### src/rtl/pe_pkg.sv
// Shared definitions for the PE micro-sequencer: state encoding, default
// geometry, register-file width derivation and the PE control bundle.
package pe_pkg;

  typedef enum logic [2:0] {
    IDLE,
    LOAD,
    MAC,
    DRAIN,
    PSUM,
    DONE
  } pe_state_t;

  localparam int unsigned DEF_CHANNELS    = 4;
  localparam int unsigned DEF_KERNEL_SIZE = 3;

  // Register-file depth: one entry per term of the dot product.
  function automatic int unsigned rfw(input int unsigned channels,
                                      input int unsigned kernel_size);
    return channels * kernel_size;
  endfunction

  // Width of the step counter / load index; never narrower than one bit.
  function automatic int unsigned step_width(input int unsigned depth);
    return (depth <= 2) ? 1 : $clog2(depth);
  endfunction

  // Single-bit PE controls, registered together as one bundle.
  typedef struct packed {
    logic if_i_en;
    logic wht_i_en;
    logic reg_sft_en;
    logic mul_une;
    logic add_une;
    logic acc_rst;
    logic psum_sel;
    logic psum_i_en;
    logic psum_acc_start;
    logic res_valid;
  } pe_ctrl_t;

  // Idle/reset values: multiplier and adder gated, everything else off.
  localparam pe_ctrl_t CTRL_IDLE = '{mul_une: 1'b1, add_une: 1'b1, default: 1'b0};

endpackage

### src/rtl/pe_ctrl.sv
// Per-PE micro-sequencer: loads the register files, runs RFW MAC cycles,
// drains the last product, optionally folds in an upstream partial sum and
// then hands the accumulator to the result collector via valid/ready.
// Optional feature macro: PE_CTRL_PSUM_EN (builds the PSUM state).
// All outputs are registered from the next-state/next-step decode, so
// neither start nor res_ready reaches a PE control combinationally.
module pe_ctrl
  import pe_pkg::*;
#(
  parameter int unsigned CHANNELS    = DEF_CHANNELS,
  parameter int unsigned KERNEL_SIZE = DEF_KERNEL_SIZE,
  localparam int unsigned RFW = rfw(CHANNELS, KERNEL_SIZE),
  localparam int unsigned SW  = step_width(RFW)
) (
  input  logic          clk,
  input  logic          rst_n,
  input  logic          start,
  input  logic          wht_reload,
  input  logic          psum_en,
  input  logic          abort,
  output logic          busy,
  output logic [SW-1:0] ld_idx,
  output logic          if_i_en,
  output logic          wht_i_en,
  output logic          reg_sft_en,
  output logic          mul_une,
  output logic          add_une,
  output logic          acc_rst,
  output logic          psum_sel,
  output logic          psum_i_en,
  output logic          psum_acc_start,
  output logic          res_valid,
  input  logic          res_ready
);

  localparam logic [SW-1:0] LAST_STEP = SW'(RFW - 1);

  pe_state_t     state, state_n;
  logic [SW-1:0] step, step_n;
  logic          reload_q, reload_n;
  logic          psum_q, psum_n;
  pe_ctrl_t      ctrl_q, ctrl_n;
  logic [SW-1:0] ld_idx_n;

`ifndef PE_CTRL_PSUM_EN
  logic unused_psum_en;
  assign unused_psum_en = psum_en;
`endif

  // Next state, step counter and latched per-run configuration.
  always_comb begin
    // NOTE: every signal gets a default first so no path leaves it unassigned (no latch).
    state_n  = state;
    step_n   = step;
    reload_n = reload_q;
    psum_n   = psum_q;
    if (abort) begin
      state_n = IDLE;
      step_n  = '0;
    end else begin
      case (state)
        IDLE: if (start) begin
          state_n  = LOAD;
          step_n   = '0;
          reload_n = wht_reload;
          psum_n   = psum_en;
        end
        LOAD: if (step == LAST_STEP) begin
          state_n = MAC;
          step_n  = '0;
        end else begin
          step_n = step + 1'b1;
        end
        MAC: if (step == LAST_STEP) begin
          state_n = DRAIN;
          step_n  = '0;
        end else begin
          step_n = step + 1'b1;
        end
`ifdef PE_CTRL_PSUM_EN
        DRAIN: state_n = psum_q ? PSUM : DONE;
        PSUM:  state_n = DONE;
`else
        DRAIN: state_n = DONE;
`endif
        DONE: if (res_ready) begin
          if (start) begin
            state_n  = LOAD;
            step_n   = '0;
            reload_n = wht_reload;
            psum_n   = psum_en;
          end else begin
            state_n = IDLE;
          end
        end
        default: begin
          state_n = IDLE;
          step_n  = '0;
        end
      endcase
    end
  end

  // Control decode for the cycle that follows the next edge.
  always_comb begin
    ctrl_n   = CTRL_IDLE;
    ld_idx_n = '0;
    case (state_n)
      LOAD: begin
        ctrl_n.if_i_en  = 1'b1;
        ctrl_n.wht_i_en = reload_n;
        ld_idx_n        = step_n;
        // The PE lets add_une override acc_rst, so the adder is ungated to clear.
        if (step_n == LAST_STEP) begin
          ctrl_n.acc_rst = 1'b1;
          ctrl_n.add_une = 1'b0;
        end
      end
      MAC: begin
        ctrl_n.reg_sft_en = 1'b1;
        ctrl_n.mul_une    = 1'b0;
        // Step 0 would accumulate the stale product register.
        ctrl_n.add_une    = (step_n == '0);
      end
      DRAIN: ctrl_n.add_une = 1'b0;
`ifdef PE_CTRL_PSUM_EN
      PSUM: begin
        ctrl_n.psum_sel       = 1'b1;
        ctrl_n.psum_i_en      = 1'b1;
        ctrl_n.psum_acc_start = 1'b1;
        ctrl_n.add_une        = 1'b0;
      end
`endif
      DONE: ctrl_n.res_valid = 1'b1;
      default: ctrl_n = CTRL_IDLE;
    endcase
  end

  // State, counter, configuration and registered outputs.
  always_ff @(posedge clk or negedge rst_n) begin
    if (!rst_n) begin
      state    <= IDLE;
      step     <= '0;
      reload_q <= 1'b0;
      psum_q   <= 1'b0;
      ctrl_q   <= CTRL_IDLE;
      ld_idx   <= '0;
      busy     <= 1'b0;
    end else begin
      // NOTE: non-blocking assignments so every register samples pre-edge values.
      state    <= state_n;
      step     <= step_n;
      reload_q <= reload_n;
      psum_q   <= psum_n;
      ctrl_q   <= ctrl_n;
      ld_idx   <= ld_idx_n;
      busy     <= (state_n != IDLE);
    end
  end

  assign if_i_en        = ctrl_q.if_i_en;
  assign wht_i_en       = ctrl_q.wht_i_en;
  assign reg_sft_en     = ctrl_q.reg_sft_en;
  assign mul_une        = ctrl_q.mul_une;
  assign add_une        = ctrl_q.add_une;
  assign acc_rst        = ctrl_q.acc_rst;
  assign psum_sel       = ctrl_q.psum_sel;
  assign psum_i_en      = ctrl_q.psum_i_en;
  assign psum_acc_start = ctrl_q.psum_acc_start;
  assign res_valid      = ctrl_q.res_valid;

endmodule

### config.mk
export PLATFORM = sky130hd
export DESIGN_NAME = pe_ctrl
export DESIGN_NICKNAME = d
export VERILOG_FILES = /design/src/rtl/pe_pkg.sv /design/src/rtl/pe_ctrl.sv
export SDC_FILE = /design/constraint.sdc
export NUM_CORES = 1
export LEC_CHECK = 0
export ABC_AREA = 1
export BUFFER_PORTS_ARGS = -buffer_cell sky130_fd_sc_hd__buf_2
export CORE_MARGIN = 2
export CORE_UTILIZATION = 40
export CTS_CLUSTER_SIZE = 20
export DETAILED_ROUTE_END_ITERATION = 6
export PLACE_DENSITY_LB_ADDON = 0.05
export SLEW_MARGIN = 20
export SYNTH_ARGS = -nofsm -noshare
export SYNTH_HDL_FRONTEND = slang
export SYNTH_SLANG_ARGS = --single-unit
### constraint.sdc
create_clock -name clk -period 1.9 [get_ports clk]
set_input_delay 0.38 -clock clk [delete_from_list [all_inputs] [get_ports clk]]
set_output_delay 0.38 -clock clk [all_outputs]
set_load 0.05 [all_outputs]
==> results of run 1 <==
[registers in the layout, summed over array words and instances (netlist names)]
name	cells
acc_rst	1
add_une	1
busy	1
if_i_en	1
ld_idx	4
mul_une	1
reg_sft_en	1
reload_q	1
res_valid	1
state	3
step	4
wht_i_en	1
[final cells by class]
type,instances,area (sq um),area share [%]
clock buffers,3,22.5,1.87
repair buffers,17,85.1,7.08
well taps,30,37.5,3.12
flip-flops and latches,20,503,41.8
inverters,27,101,8.43
multi-input cells,80,453,37.7
[kinds of logic after synthesis]
group	synth area share [%]
AND/OR/NAND/NOR	34.5
buffers and inverters	11.6
flip-flops	46.9
AO/OA/AOI/OAI	4.67
XOR/XNOR	0.817
adder cells (fa/ha/maj)	1.17
other	0.350
[metrics by stage]
stage / total power [mW] / hold slack, ns
6_report: 0.768 / 0.00723
5_1_grt: 0.812 / 0.0339
4_1_cts: 0.783 / 0.0114
3_5_place_dp: 0.590 / 0.343
3_3_place_gp: 0.589 / 0.343
2_1_floorplan: 0.560 / 0.0844
[per-layer routing]
metal  global-route usage (%)  wire [um]
met1                     18.3        906
met5                        0          0
met2                     23.1        940
met4                     4.18         17
met3                     4.88         86
[worst paths after layout]
path                           from  slack, ns        to
hold reg to reg            reload_q       0.48  reload_q
setup reg to reg            step[0]       0.24   add_une
min in group clk              abort       0.30   step[2]
max in group asynchronous     rst_n       1.56   mul_une
hold / removal                rst_n      0.007   step[0]
setup / recovery            step[0]       0.24   add_une
[cells in the final DEF, fill, tap and decap left out]
cell type and n:
a21oi_1 2, a21oi_2 1, buf_2 17, clkbuf_4 3, conb_1 3, dfrtp_1 18
dfstp_2 2, ha_1 1, inv_1 21, inv_2 6, nand2_1 25, nand2_2 6
nand2_4 1, nand3_1 8, nand3_2 7, nand3_4 1, nand3b_1 1, nand4_1 1
nor2_1 12, nor2_2 3, nor2_4 2, o211ai_1 2, o21ai_0 1, o21ai_1 1
o22ai_1 1, xor2_1 1
[power by group through the flow]
stage / clock network [mW] / logic, mW / registers (mW)
6_report: 0.188 / 0.131 / 0.448
4_1_cts: 0.200 / 0.134 / 0.449
2_1_floorplan: 0 / 0.0815 / 0.478
5_1_grt: 0.214 / 0.148 / 0.450
3_5_place_dp: 0 / 0.134 / 0.457
3_3_place_gp: 0 / 0.132 / 0.457
==> metrics.md, run 1 <==
| Metric | Value |
|---|---|
| Status | `completed` |
| # resized after CTS | `0` |
| Starting Density | `~43%` |
| Net Sw Frac | `~29%` |
| VDD IR max | `around 520 uV` |
| Setup bufs post-CTS | `0` |
| Vias in the first global route | `about 770` |
| Yosys warning count | `0` |
| P_leak | `0.732 nW` |
| Die W | `55.8 um` |
| Synth Register Bits | `20` |
| Pwr dens | `639 mW/mm^2` |
| Final WL | `between 1500 and 2000 um` |
| Deepest clock path buffer count | `2` |
| Num rows | `18` |
| Tcrit/Tclk final | `87.5%` |
| Height of the die | `around 56 um` |
| CTS Buf Count | `3` |
| R2R depth | `11` |
| Total negative slack | `0 ns` |
| Final Hold Viols | `0` |
| Switching pwr | `0.221 mW` |
| Async S/R FF share, synth | `100%` |
| Sequential share of power | `between 50% and 60%` |
| DR WL/cell | `11.0 um` |
| Sequential share of the synthesized area | `between 40% and 50%` |
| DRT antenna net count | `0` |
| CTS H-tree depth | `1` |
| Pins over their slew limit | `0` |
| Startpoint types | `flip-flop` |
| Final setup viols | `0` |
| Ratio of cells with drive above 1 in the final layout | `between 30% and 40%` |
| Max Clk Rate | `around 600 MHz` |
| RSZ-0062 raised after global routing | `false` |
| Iteration-0 DRC Markers | `4` |
| Critical path cell sequence | `ha_1 > nand3_1 > nand2_1 > nand3_2 > nand2_1 > inv_2 > nand3_4 > nor2_4 > nand2_2 > nand2_1 > nand2_1` |
| CP max stage delay | `approximately 0.42 ns` |
| Hold Crit Class | `in2async` |
| Placed insts | `174` |
| Core box area | `~0.0025 sq mm` |
| CTS tree | `yes` |
| Port buffer count | `17` |
| Syn Inst Count | `128` |
| Routability cong. | `around 0.8` |
| Placed inst area | `about 0.0012 sq mm` |
| Post-synth EDFFs | `0` |
| Unique masters post-synth | `25` |
| Post-synth top cells | `25 x nand2_1, 21 x inv_1, 18 x dfrtp_1, 12 x nor2_1, 8 x nand3_1` |
| Final core occ | `48.1%` |
| First-pass GRT wire length | `about 3500 um` |
| Worst path slowest cell | `dfrtp_1` |
| Most instantiated library cell after synthesis | `nand2_1` |
| Max Cap Viol | `0` |
| CP Capture Type | `flip-flop` |
| Crit path depth | `11` |
| Via count | `between 800 and 900` |
| Router iterations before antenna repair | `4` |
| Post-synth top area share | `42.0%` |
| Most common cell on crit path | `nand2_1` |
| Clock network fraction of design power | `about a quarter` |
| Detailed Place HPWL | `approximately 1600 um` |
| Kind of critical path | `reg2reg` |
| Gate power share | `around 17%` |
| Fin cells | `roughly 180` |
| Crit path buf inv count | `1` |
| Synth area leaders | `dfrtp_1 42%, nand2_1 8.8%, inv_1 7.4%` |
| Clock sink count | `20` |
| Hold_buf cts | `0` |
| CP delay by family, top | `simple AND/OR/NAND/NOR gates` |
| Worst-path maximum fanout | `6` |
| Syn-to-layout area delta | `12.1%` |
| Final setup margin | `0.238 ns` |
| Remaining DRCs | `0` |
| Root Driver | `clkbuf_4` |
| # IOs | `22` |
| WP data arrival | `1.90 ns` |
| Post-layout minimum cycle time | `1.66 ns` |
| Global-route usage over all layers | `approximately 14%` |
| Initial antenna violation count | `0` |
| Prevailing post-synth register cell | `dfrtp_1` |
| Place WS | `between 0.2 and 0.25 ns` |
| Post-Syn Area | `~0.0011 sq mm` |
| Drt via density | `4.64` |
| Clock slew at reported path FFs | `~0.10 ns` |
| Total grt overflow | `0` |
| P_int | `0.547 mW` |
| Nets@finish | `around 160` |
| ANT cells | `0` |
| Fill count | `between 200 and 250` |
| WP data required | `~2.1 ns` |
| Syn Area/Cell | `around 8.4 sq um` |
| Skew-Pair Late Insertion Delay | `approximately 0.29 ns` |
| Pin count of the biggest net entering global routing | `21` |
| Final Instance Area | `roughly 0.0012 sq mm` |
| Die ar. | `0.00311 sq mm` |
| Worst Clk Skew | `roughly 0.0010 ns` |
| Cell taking the most area after synthesis | `dfrtp_1` |
Power figures use the tool's default switching activity.
==> run 2, diff against run 1 <==
--- a/config.mk
+++ b/config.mk
@@ -7,6 +7,7 @@
 export LEC_CHECK = 0
 export ABC_AREA = 1
 export BUFFER_PORTS_ARGS = -buffer_cell sky130_fd_sc_hd__buf_2
+export CORE_ASPECT_RATIO = 1.75
 export CORE_MARGIN = 2
 export CORE_UTILIZATION = 40
 export CTS_CLUSTER_SIZE = 20
==> run 2 against run 1 <==
Clock power increased by 50%; largest cell class unchanged; global-route usage increased by 1.1 points; sequential share of layout area decreased by 0.60 points.
==> metrics.md, run 2 (same netlist as run 1, synthesis figures left out) <==
| Metric | Value |
|---|---|
| Status | `completed` |
| Syn-to-layout area delta | `13.8%` |
| R2R Setup Slk | `0.24 ns (about the same)` |
| Deepest clock path buffer count | `2 (unchanged)` |
| Height of the die | `72.5 um (+30%)` |
| WP data arrival | `1.84 ns (-0.06 ns)` |
| P_leak | `0.741 nW (+1.2%)` |
| Routability cong. | `0.852 (+8.4%)` |
| Pins over their slew limit | `0 (unchanged)` |
| Router iterations before antenna repair | `4 (unchanged)` |
| Kind of critical path | `reg2reg` |
| Commonest non-fill, non-tap cell in the layout | `nand2_1` |
| Pwr dens | `708 mW/mm^2 (+11%)` |
| Sequential share of power | `52.0% (-6.4 points)` |
| Net Sw Frac | `27.9% (-0.85 points)` |
| Reg2Reg Capture Point | `add_une` |
| Total grt overflow | `0 (unchanged)` |
| Max Clk Rate | `604 MHz (+0.40%)` |
| Nets@finish | `157 (unchanged)` |
| Final WL | `2080 um (+6.4%)` |
| ANT cells | `0 (unchanged)` |
| RSZ-0062 raised after global routing | `false` |
| # IOs | `22 (unchanged)` |
| Remaining DRCs | `0 (unchanged)` |
| Initial antenna violation count | `0 (unchanged)` |
| Clock network fraction of design power | `32.7% (+8.2 points)` |
| R2R depth | `11 (unchanged)` |
| Clock sink count | `20 (unchanged)` |
| Register area | `503 sq um (unchanged)` |
| Area of the multi-input gates | `453 sq um (unchanged)` |
| P_int | `0.623 mW (+14%)` |
| Core box area | `0.00252 sq mm (+0.90%)` |
| Gate power share | `15.4% (-1.7 points)` |
| Hold Crit Class | `in2async` |
| Startpoint types | `flip-flop` |
| DRT antenna net count | `0 (unchanged)` |
| Drt via density | `4.76 (+2.5%)` |
| Root Driver | `clkbuf_8` |
| CTS Buf Count | `3 (unchanged)` |
| Hold_buf cts | `0 (unchanged)` |
| Top Registers | `ld_idx (4), step (4), state (3)` |
| CTS H-tree depth | `1 (unchanged)` |
| Die ar. | `0.00313 sq mm (+0.53%)` |
| Ratio of cells with drive above 1 in the final layout | `33.1% (-0.23 points)` |
| Worst-path maximum fanout | `6 (unchanged)` |
| Port buffer count | `17 (unchanged)` |
| DR WL/cell | `11.9 um (+8.2%)` |
| RR Startpoint | `step[0]` |
| Final Hold Viols | `0 (unchanged)` |
| Placed insts | `170 (-2.3%)` |
| VDD IR max | `542 uV (+3.8%)` |
| Global-route usage over all layers | `15.5% (+1.1 points)` |
| Via count | `828 (+0.73%)` |
| Post-layout minimum cycle time | `1.66 ns (-0.00663 ns)` |
| # resized after CTS | `0 (unchanged)` |
| Die W | `43.1 um (-23%)` |
| Clock slew at reported path FFs | `0.07 ns (-0.03 ns)` |
| Max Cap Viol | `0 (unchanged)` |
| Final core occ | `48.4% (+0.26 points)` |
| Num rows | `24 (+6)` |
| First-pass GRT wire length | `3640 um (+5.6%)` |
| Most frequent cells in the layout | `25 x nand2_1, 21 x inv_1, 18 x dfrtp_1` |
| Starting Density | `42.5% (-0.38 points)` |
| Iteration-0 DRC Markers | `13 (+9)` |
| Tcrit/Tclk final | `87.1% (-0.35 points)` |
| Worst Clk Skew | `0.00782 ns (+0.00677 ns)` |
| Fill count | `261 (+7.4%)` |
| CTS tree | `yes` |
| CP Capture Type | `flip-flop` |
| WP data required | `2.09 ns (-0.04 ns)` |
| Pin count of the biggest net entering global routing | `21 (unchanged)` |
| Setup bufs post-CTS | `0 (unchanged)` |
| Final setup viols | `0 (unchanged)` |
| Switching pwr | `0.241 mW (+9.2%)` |
| Vias in the first global route | `876 (+13%)` |
| Skew-Pair Late Insertion Delay | `0.26 ns (-0.03 ns)` |
| Detailed Place HPWL | `1690 um (+7.8%)` |
| Fin cells | `174 (-1.7%)` |
| Total negative slack | `0 ns (unchanged)` |
-- run 2: cell types whose count changed in the layout (fill, tap and decap cells not counted), sizes merged --
cell    previous run  this run
clkbuf             3         4
-- run 2: worst max-delay path by stage --
stage | from | end | depth (start not counted)
global route | step[0] | add_une | 11
detailed placement | step[0] | add_une | 11
CTS | step[0] | add_une | 11
global placement | step[0] | add_une | 11
finish | step[0] | add_une | 11
floorplan | step[0] | add_une | 11
-- run 2: per-layer routing --
| metal | global-route usage (%) | share of wire, % | vias up |
|---|---|---|---|
| met5 | 0 | 0 | - |
| met4 | 10.1 | 3.0 | 0 |
| met3 | 2.99 | 3.0 | 7 |
| li1 | - | - | 424 |
| met1 | 17.3 | 40 | 382 |
| met2 | 26.0 | 54 | 15 |
-- run 2: layout make-up --
cell class                      count  share of cell area (%)
Multi-Input combinational cell     80                    37.1
Tap cell                           26                    2.67
Clock buffer                        4                    3.69
Inverter                           27                    8.31
Sequential cell                    20                    41.2
Timing Repair Buffer               17                    6.97
-- run 2: power groups by stage --
stage / Clock [mW] / Sequential [mW] / Combinational, mW
2_1_floorplan: 0 / 0.478 / 0.0815
6_report: 0.282 / 0.449 / 0.133
4_1_cts: 0.293 / 0.449 / 0.135
5_1_grt: 0.307 / 0.451 / 0.149
3_5_place_dp: 0 / 0.457 / 0.135
3_3_place_gp: 0 / 0.456 / 0.134
-- run 2: through the flow --
step / hold slack, ns / setup WS (ns) / area [sq um] / power [mW]
6_report: 0.0525 / 0.245 / 1220 / 0.864
5_1_grt: 0.0920 / 0.0540 / 1220 / 0.906
4_1_cts: 0.0687 / 0.223 / 1220 / 0.877
3_5_place_dp: 0.350 / 0.241 / 1170 / 0.592
3_3_place_gp: 0.347 / 0.274 / 1170 / 0.591
2_1_floorplan: 0.0844 / 0.441 / 1080 / 0.560
-- run 2: critical path: stages, from the launching register on --
cell and delay, ns:
dfrtp_1 0.41, ha_1 0.23, nand3_1 0.20, nand2_1 0.10
nand3_2 0.11, nand2_1 0.07, inv_2 0.06, nand3_4 0.11
nor2_4 0.12, nand2_2 0.06, nand2_1 0.05, nand2_1 0.05
